## src/rtl/fifo_sync.sv

```systemverilog
// Single-clock FIFO over an inferred RAM; NORMAL mode has one-cycle read latency,
// FWFT mode presents the head word through an output register.
module fifo_sync #(
  parameter int    DSIZE             = 8,
  parameter int    ASIZE             = 4,
  parameter string MODE              = "NORMAL",
  parameter int    PROG_FULL_THRESH  = 2**ASIZE/2,
  parameter int    PROG_EMPTY_THRESH = 2**ASIZE/2
) (
  input  logic             clk,
  input  logic             rst,
  input  logic [DSIZE-1:0] din,
  input  logic             wr_en,
  output logic             full,
  output logic             prog_full,
  output logic             overflow,
  input  logic             rd_en,
  output logic [DSIZE-1:0] dout,
  output logic             empty,
  output logic             prog_empty,
  output logic             underflow,
  output logic [ASIZE:0]   count
);

  localparam int              DEPTH   = 2**ASIZE;
  localparam bit              FWFT    = (MODE == "FWFT");
  localparam logic [ASIZE:0]  DEPTH_C = (ASIZE+1)'(DEPTH);
  localparam logic [ASIZE:0]  PF_C    = (ASIZE+1)'(PROG_FULL_THRESH);
  localparam logic [ASIZE:0]  PE_C    = (ASIZE+1)'(PROG_EMPTY_THRESH);

  if (!(MODE == "NORMAL" || MODE == "FWFT")) begin : g_bad_mode
    $error("fifo_sync: MODE must be \"NORMAL\" or \"FWFT\"");
  end
  if (PROG_FULL_THRESH < 1 || PROG_FULL_THRESH > DEPTH-1) begin : g_bad_pf
    $error("fifo_sync: PROG_FULL_THRESH out of range 1..DEPTH-1");
  end
  if (PROG_EMPTY_THRESH < 1 || PROG_EMPTY_THRESH > DEPTH-1) begin : g_bad_pe
    $error("fifo_sync: PROG_EMPTY_THRESH out of range 1..DEPTH-1");
  end

  logic [DSIZE-1:0] mem_q [DEPTH];

  logic [ASIZE-1:0] wr_ptr_q, wr_ptr_d;
  logic [ASIZE-1:0] rd_ptr_q, rd_ptr_d;
  logic [ASIZE:0]   count_q, count_d;
  logic [ASIZE:0]   ram_cnt;
  logic [DSIZE-1:0] dout_q, dout_d;
  logic             valid_q, valid_d;
  logic             full_q, full_d;
  logic             pfull_q, pfull_d;
  logic             pempty_q, pempty_d;
  logic             ovf_q, unf_q;
  logic             wr_acc, rd_acc, ram_rd;

  // valid_q is the "readable word present" flag: count!=0 in NORMAL,
  // output-register occupancy in FWFT.
  always_comb begin
    wr_acc   = wr_en && !full_q;
    rd_acc   = rd_en && valid_q;
    ram_cnt  = count_q - {{ASIZE{1'b0}}, valid_q};
    ram_rd   = FWFT ? ((ram_cnt != '0) && (!valid_q || rd_acc)) : rd_acc;

    count_d  = count_q;
    if (wr_acc && !rd_acc)
      count_d = count_q + (ASIZE+1)'(1);
    else if (rd_acc && !wr_acc)
      count_d = count_q - (ASIZE+1)'(1);

    wr_ptr_d = wr_acc ? wr_ptr_q + ASIZE'(1) : wr_ptr_q;
    rd_ptr_d = ram_rd ? rd_ptr_q + ASIZE'(1) : rd_ptr_q;
    dout_d   = ram_rd ? mem_q[rd_ptr_q] : dout_q;
    valid_d  = FWFT ? (ram_rd || (valid_q && !rd_acc)) : (count_d != '0);

    full_d   = (count_d == DEPTH_C);
    pfull_d  = (count_d >= PF_C);
    pempty_d = (count_d <= PE_C);
  end

  always_ff @(posedge clk) begin
    if (wr_acc)
      mem_q[wr_ptr_q] <= din;
  end

  always_ff @(posedge clk) begin
    if (rst) begin
      wr_ptr_q <= '0;
      rd_ptr_q <= '0;
      count_q  <= '0;
      dout_q   <= '0;
      valid_q  <= 1'b0;
      full_q   <= 1'b0;
      pfull_q  <= 1'b0;
      pempty_q <= 1'b1;
      ovf_q    <= 1'b0;
      unf_q    <= 1'b0;
    end else begin
      wr_ptr_q <= wr_ptr_d;
      rd_ptr_q <= rd_ptr_d;
      count_q  <= count_d;
      dout_q   <= dout_d;
      valid_q  <= valid_d;
      full_q   <= full_d;
      pfull_q  <= pfull_d;
      pempty_q <= pempty_d;
      ovf_q    <= wr_en && full_q;
      unf_q    <= rd_en && !valid_q;
    end
  end

  assign full       = full_q;
  assign prog_full  = pfull_q;
  assign overflow   = ovf_q;
  assign dout       = dout_q;
  assign empty      = !valid_q;
  assign prog_empty = pempty_q;
  assign underflow  = unf_q;
  assign count      = count_q;

endmodule

```

## config.mk

```make
export PLATFORM = sky130hd
export DESIGN_NAME = fifo_sync
export DESIGN_NICKNAME = d
export VERILOG_FILES = /design/src/rtl/fifo_sync.sv
export SDC_FILE = /design/constraint.sdc
export NUM_CORES = 1
export LEC_CHECK = 0
export BUFFER_PORTS_ARGS = -buffer_cell sky130_fd_sc_hd__buf_2
export CORE_MARGIN = 4
export CORE_UTILIZATION = 45
export DETAILED_ROUTE_END_ITERATION = 16
export GPL_TIMING_DRIVEN = 0
export PLACE_DENSITY = 0.59
export SYNTH_ARGS = -nofsm -noshare
export SYNTH_HDL_FRONTEND = slang
export SYNTH_SLANG_ARGS = --single-unit
export TNS_END_PERCENT = 20
```

## constraint.sdc

```tcl
create_clock -name clk -period 2 [get_ports clk]
set_input_delay 0.1 -clock clk [delete_from_list [all_inputs] [get_ports clk]]
set_output_delay 0.1 -clock clk [all_outputs]
set_load 0.1 [all_outputs]
```

# Yosys cells after proc, flatten, opt, wreduce, memory -nomap -nowiden

Memories as Yosys holds them, arrays and structs flattened. A register that Yosys moved wholly into a read port is not among the register bits.
Cells that the tools add are included.

Input port bits: 12
Bits in read-only memories: 0
Output and inout port bits: 19
Memories: 1
Register bits: 19
Bits in latches: 0
RAM bits: 128

Memory list:

| memory | depth | bits a word | rd ports | clocked after memory_dff | write ports | line | source |
|---|---|---|---|---|---|---|---|
| mem_q  | 16    | 8           | 1        | 1                        | 1           | 41   | `logic [DSIZE-1:0] mem_q [DEPTH];` |

$mul: 0
Add/sub/neg operators: 4
Equality and inequality tests: 1
Muxes and demuxes: 4
$lt $le $gt $ge: 2
Div/mod/pow operators: 0
Reduce and logical (&&, ||, !) cells: 11
Shift operators: 0
Bitwise operators: 0

Operators by type and width:

| kind                | number |
|---|---|
| $mux 5              | 2 |
| $add 4x1->4 const B | 2 |
| $logic_and 1x1->1   | 6 |
| $add 5x1->5 const B | 1 |
| $eq 5x5->1 const B  | 1 |
| $ge 5x4->1 const B  | 1 |
| $le 5x4->1 const B  | 1 |
| $reduce_bool 5->1   | 1 |
| $sub 5x1->5 const B | 1 |
| $logic_not 1->1     | 4 |
| $mux 1              | 2 |

# Logic depth before layout (Yosys ltp)

Gate-level depths: netlist (run 1).

Depth in word-level cells: 7
Depth in mapped cells: 7
Mapped depth without buffers: 7

# Least setup slack after synthesis (run 1)

No wires, ideal clock.

Kind: register to register
Start: reg count_q[0], in the netlist count[0]
End: reg valid_q
Library setup time: 0.137 ns
Arrival time: 2.235 ns
Cell stages (with the launch flop): 7
Buffers on the path: 0
Clock period less this slack: 2.372 ns
Setup slack: -0.372 ns
Required time: 1.863 ns
Cell sequence: dfxtp_1 -> inv_1 -> ha_1 -> and3_4 -> or3_1 -> a22oi_2 -> a31oi_1

Longest elaborated chain between the ends: 4

Ends and longest elaborated chain:

| item                   | line | source |
|---|---|---|
| from (decl)            | 45   | `logic [ASIZE:0] count_q, count_d;` |
| from (signal assigned) | 99   | `count_q <= count_d;` |
| $sub 5x1->5            | 67   | `count_d = count_q - (ASIZE+1)'(1);` |
| $mux 5                 | 66   | `else if (rd_acc && !wr_acc)` |
| $mux 5 *               | 64   | `if (wr_acc && !rd_acc)` |
| $reduce_bool 5->1 *    | 72   | `valid_d = FWFT ? (ram_rd \|\| (valid_q && !rd_acc)) : (count_d != '0);` |
| to (signal assigned)   | 101  | `valid_q <= valid_d;` |
| to (decl)              | 48   | `logic valid_q, valid_d;` |

Every way passes the cells marked *; elsewhere a longest branch is shown, timed or not.
A chain may end at the register's enable or synchronous reset.

# Final worst setup path (run 1)

Start: reg wr_ptr_q[3]
End: mem mem_q[10][5], enable pin

RTL lines:

| item                   | line | source |
|---|---|---|
| from (decl)            | 43   | `logic [ASIZE-1:0] wr_ptr_q, wr_ptr_d;` |
| from (signal assigned) | 97   | `wr_ptr_q <= wr_ptr_d;` |
| to (decl)              | 41   |  |

No word-level cell before the write port.

==> impl_metrics.csv, run 1 <==
group,metric,value,unit
pwr,total_power,8.04,mW
floorplanning,num_rows,42,
timing,fin_crit_sh,1.02,
global_route,track_usage,0.171,
timing,worstMarginPinSlew,0.988,ns
routing,vias,3164,
layout,nNetsFinal,420,
floorplanning,fp.dieW,125,um
cts,insertion_delay,0.42,ns
critical_path,arrival,2.09,ns
logic_synthesis,syn_inst,350,
layout,syn_to_final_growth,16.6,%
floorplanning,num_io_pins,31,
floorplanning,die_h,125,um
logic_synthesis,synth_area,6160,sq um
pwr,power_density,1120,nW/um^2
cts,root_buffer,"clkbuf_16",
cts,post_cts_buffers,0,
critical_path,worst_setup_path_end_kind,"flop",
global_route,grt_pass1_vias,3323,
cts,ctsLongestPathBuffers,2,
critical_path,worstPathRequired,2.04,ns
logic_synthesis,ys_seq_elements,155,
logic_synthesis,yosysWarnings,0,
global_route,antenna_found_initial,0,
layout,multi_input_area,1630,sq um
placement,postPlaceCellArea,6530,sq um
timing,drv_slew,0,
routing,wirelength,12600,um
routing,drt_iter0_drc,208,
timing,max_slew_margin,0.339,
layout,fin_util,0.540,
floorplanning,initial_utilization,0.463,
cts,clk_pin_slew,0.06,ns
floorplanning,die_area,15600,sq um
layout,ff_latch_area,4390,sq um
cts,cts_tree,"done",
placement,gp_congestion,0.761,
timing,min_period,2.04,ns
timing,clock_skew,0.00697,ns
logic_synthesis,yosys.cell_types.count,40,
floorplanning,core-area,13300,sq um
global_route,grt.overflow.total,0,
timing,hold_viol_final,0,
layout,final_common_cell,"edfxtp_1",
layout,mostFrequentLayoutCells,"128 x edfxtp_1, 33 x buf_2, 30 x nor2_1",
flow_run,maxCapViolations,0,
logic_synthesis,synth_ff_type,"edfxtp_1",
routing,drc_errors,0,
layout,fin_area,7180,sq um
logic_synthesis,seq_area_frac_synth,0.712,
cts,cts_made_buffers,17,
hold_path,hp-class,"primary input to flop",
critical_path,start_kind,"flop",
timing,setup_slack,-0.0447,ns
status,violations,"setup timing",
routing,detail-route-antenna-nets,0,
global_route,grt_max_degree,17,
logic_synthesis,ys_async_sr_fraction,0,
pwr,p_leak,2.44,nW
timing,fmax,489,MHz
logic_synthesis,syn-num-nets,369,
cts,h-tree-depth,4,
critical_path,crit_fanout,8,
timing,finalSetupViolations,37,
status,status,"finished with violations",
placement,hpwl,8200,um
logic_synthesis,synth_edf_count,128,
routing,drt-pass1-iter-count,4,
global_route,grt_pass1_wl,19600,um
layout,diodes,0,
layout,drive_gt1_frac,0.273,
critical_path,path_class,"flop to flop",
pwr,vdd_ir_drop_max,0.000644,V
logic_synthesis,synth_area_per_cell,17.6,sq um
routing,drt-wirelength-per-cell,21.4,um
timing,rsz0062_at_grt,"true",
layout,num-fill-cells,1075,
cts,cts.sinks,155,
placement,io_buffers,29,
routing,viasPerCell,5.36,
[metal layers]
| metal | vias up | track usage | wire length [um] |
|---|---|---|---|
| li1 | 1481 | - | - |
| met1 | 1584 | 0.227 | 5540 |
| met2 | 86 | 0.272 | 6270 |
| met3 | 13 | 0.0473 | 632 |
| met4 | 0 | 0.0644 | 168 |
| met5 | - | 0 | 0 |
[final timing paths]
| path | depth (start not counted) | from | slack, ns | end |
|---|---|---|---|---|
| setup / recovery | 3 | wr_ptr_q[3] | -0.04 | mem_q[10][5] |
| hold / removal | 1 | din[1] | 0.06 | mem_q[5][1] |
| setup reg to reg | 3 | wr_ptr_q[3] | -0.04 | mem_q[10][5] |
| hold reg to reg | 2 | full | 0.47 | overflow |
[cells by family (layout without fill, tap and decap cells)]
family                     count (synthesis)  in the layout  share of synthesized area
DFF                                      155            155                      0.712
and+or+nand+nor                           76             76                     0.0571
AOI/OAI and AO/OA                         45             45                     0.0484
muxes                                     33             33                      0.125
buffers and inverters                     26             90                     0.0313
xor gates and xnor gates                   8              8                     0.0114
adders and majority gates                  7              7                     0.0142
[registers in the layout, summed over array words and instances, names as in the netlist, 4 cells and up]
| register | count |
|---|---|
| mem_q | 128 |
| rd_ptr_q | 4 |
| wr_ptr_q | 4 |
| dout | 8 |
| count | 5 |
[worst max-delay path, cell delays in order, from the launching register on]
cell	delay, ns
dfxtp_1	0.31
clkbuf_1	0.35
nand2b_1	0.20
nor2_1	0.80
[metrics by stage]
stage | setup TNS (ns) | hold slack [ns] | worst slack, ns | std cells
after floorplan | 0 | 0.199 | 0.00599 | 350
after global placement | -7.06 | 0.340 | -0.300 | 555
after detailed placement | -9.22 | 0.344 | -0.409 | 555
after CTS | -0.566 | 0.0523 | -0.0339 | 590
after global routing | -9.26 | 0.0609 | -0.171 | 590
final | -0.668 | 0.0633 | -0.0447 | 590
[power breakdown]
group	internal, mW	switching [mW]	leakage (nW)	total (mW)
logic	0.337	0.919	0.802	1.26
clock network	1.85	1.23	0.260	3.08
registers	3.62	0.0812	1.38	3.70
total	5.80	2.23	2.44	8.04
[area by class of cell]
cell class	count	area share
Multi-Input combinational cell	169	0.227
Timing Repair Buffer	32	0.0244
Clock inverter	13	0.0176
Tap cell	176	0.0307
Buffer	20	0.0249
Clock buffer	19	0.0617
Inverter	6	0.00314
Sequential cell	155	0.611
[synth_stat cells, drive strengths merged, types with 3 or more instances]
| master | n | area, sq um |
|---|---|---|
| a21oi | 19 | 95.1 |
| dfxtp | 27 | 541 |
| nor3 | 5 | 25.0 |
| xor2 | 4 | 35.0 |
| buf | 13 | 119 |
| edfxtp | 128 | 3840 |
| nand2b | 3 | 18.8 |
| clkbuf | 5 | 22.5 |
| nor2 | 35 | 131 |
| nand2 | 15 | 56.3 |
| mux4 | 32 | 762 |
| nor2b | 3 | 18.8 |
| ha | 7 | 87.6 |
| o21ai | 3 | 15.0 |
| and3 | 4 | 30.0 |
| xnor2 | 4 | 35.0 |
| inv | 6 | 22.5 |
| a22oi | 17 | 133 |
[what timing repair did]
| item | 4_1_cts | 5_1_grt |
|---|---|---|
| gates resized for setup | 6 | 8 |
| setup endpoints to repair | 32 | 107 |
| hold endpoints to repair | 5 | 0 |
| hold buffers | 3 | 0 |
Note: power is estimated with default switching activity, not from simulation.
==> run 2: changes to the inputs <==
--- a/config.mk
+++ b/config.mk
@@ -6,8 +6,8 @@
 export NUM_CORES = 1
 export LEC_CHECK = 0
 export BUFFER_PORTS_ARGS = -buffer_cell sky130_fd_sc_hd__buf_2
-export CORE_MARGIN = 4
 export CORE_UTILIZATION = 45
+export CTS_BUF_LIST = sky130_fd_sc_hd__clkbuf_8 sky130_fd_sc_hd__clkbuf_16
 export DETAILED_ROUTE_END_ITERATION = 16
 export GPL_TIMING_DRIVEN = 0
 export PLACE_DENSITY = 0.59
==> impl_metrics.csv, run 2 (synthesis gave the netlist of run 1 again) <==
group,metric,value,unit
status,status,"finished with violations",
status,violations,"setup timing",
layout,final_common_cell,"edfxtp_1",
routing,viasPerCell,5.35,
global_route,track_usage,0.190,
floorplanning,num_rows,42,
routing,drt-pass1-iter-count,4,
critical_path,path_class,"flop to flop",
floorplanning,die_h,119,um
layout,mostFrequentLayoutCells,"128 x edfxtp_1, 33 x buf_2, 30 x nor2_1",
routing,drt_iter0_drc,274,
critical_path,arrival,2.13,ns
routing,wirelength,12200,um
timing,drv_slew,0,
critical_path,crit_fanout,8,
routing,detail-route-antenna-nets,0,
hold_path,hp-class,"primary input to flop",
placement,placed_cells,555,
routing,drc_errors,0,
floorplanning,fp.dieW,119,um
cts,clk_pin_slew,0.06,ns
global_route,grt_max_degree,17,
layout,fin_util,0.541,
timing,max_slew_margin,0.297,
cts,h-tree-depth,4,
layout,nNetsFinal,420,
cts,cts_made_buffers,17,
placement,hpwl,8100,um
timing,setup_tns,-1.56,ns
layout,num-fill-cells,1062,
routing,drt-wirelength-per-cell,20.7,um
pwr,vdd_ir_drop_max,0.000799,V
pwr,total_power,8.01,mW
timing,setup_slack,-0.0995,ns
global_route,grt_pass1_vias,3307,
cts,insertion_delay,0.42,ns
layout,instances_no_fill,590,
pwr,power_density,1120,nW/um^2
layout,largest_reg_flops,128,
layout,syn_to_final_growth,16.7,%
cts,ctsLongestPathBuffers,2,
timing,worstMarginPinSlew,1.05,ns
cts,root_buffer,"clkbuf_16",
global_route,grt.overflow.total,0,
cts,cts_tree,"done",
timing,fmax,476,MHz
floorplanning,core-area,13300,sq um
placement,gp_congestion,0.729,
timing,finalSetupViolations,24,
floorplanning,initial_utilization,0.463,
timing,rsz0062_at_grt,"true",
timing,fin_crit_sh,1.05,
timing,clock_skew,0.00884,ns
pwr,p_leak,2.46,nW
floorplanning,die_area,14200,sq um
critical_path,worst_setup_path_end_kind,"flop",
layout,largest_register,"mem_q",
placement,pre_cts_ws,-0.258,ns
timing,min_period,2.10,ns
critical_path,worstPathRequired,2.03,ns
timing,hold_viol_final,0,
critical_path,start_kind,"flop",
routing,vias,3154,
layout,diodes,0,
layout,drive_gt1_frac,0.278,
placement,io_buffers,29,
cts,cts.sinks,155,
global_route,grt_pass1_wl,19000,um
global_route,antenna_found_initial,0,
floorplanning,num_io_pins,31,
flow_run,maxCapViolations,0,
[run 2: cell types whose count changed in the layout (fill, tap and decap cells not counted), sizes merged]
cell / delta
clkinv: -3
clkinvlp: -2
inv: +6
bufinv: -1
[run 2: worst max-delay path, cell delays in order (launching register included)]
cell	delay [ns]
dfxtp_1	0.30
clkbuf_1	0.38
nand2b_1	0.19
nor2_1	0.84
[run 2: final timing paths]
kind	startpoint	endpoint	slack, ns	cells past startpoint
min reg2reg	full	overflow	0.46	2
max reg2reg	wr_ptr_q[3]	mem_q[8][0]	-0.1	3
min	din[1]	mem_q[4][1]	0.07	1
max	wr_ptr_q[3]	mem_q[8][0]	-0.1	3
[run 2: area by class of cell]
cell class,instances,area (sq um),area share
Tap cell,176,220,0.0306
Timing Repair Buffer,32,175,0.0244
Clock buffer,19,453,0.0630
Clock inverter,13,119,0.0165
Multi-Input combinational cell,169,1630,0.226
Buffer,20,183,0.0254
Inverter,6,22.5,0.00313
Sequential cell,155,4390,0.611
[run 2: repair_timing]
| action | 4_1_cts | 5_1_grt |
|---|---|---|
| pin swaps | 0 | 0 |
| endpoints found under the setup margin | 64 | 111 |
| hold endpoints to repair | 5 | 0 |
| setup buffers | 0 | 0 |
| resized for setup | 7 | 8 |
| hold buffers | 3 | 0 |
[run 2: stage by stage]
stage	instance area (sq um)	hold slack, ns
global route	7190	0.0595
CTS	7160	0.0573
global placement	6530	0.337
floorplan	6160	0.199
finish	7190	0.0661
detailed placement	6530	0.334
[run 2: report_power, final]
group / internal, mW / leakage, nW / switching [mW]
combinational: 0.337 / 0.803 / 0.903
clock: 1.79 / 0.277 / 1.29
sequential: 3.62 / 1.38 / 0.0838
[run 2: metal layers]
layer | GRT usage | part of all wire | up-vias
met2 | 0.306 | 0.50 | 77
met3 | 0.0556 | 0.040 | 16
li1 | - | - | 1473
met1 | 0.249 | 0.44 | 1588
met4 | 0.0633 | 0.019 | 0
met5 | 0 | 0 | -
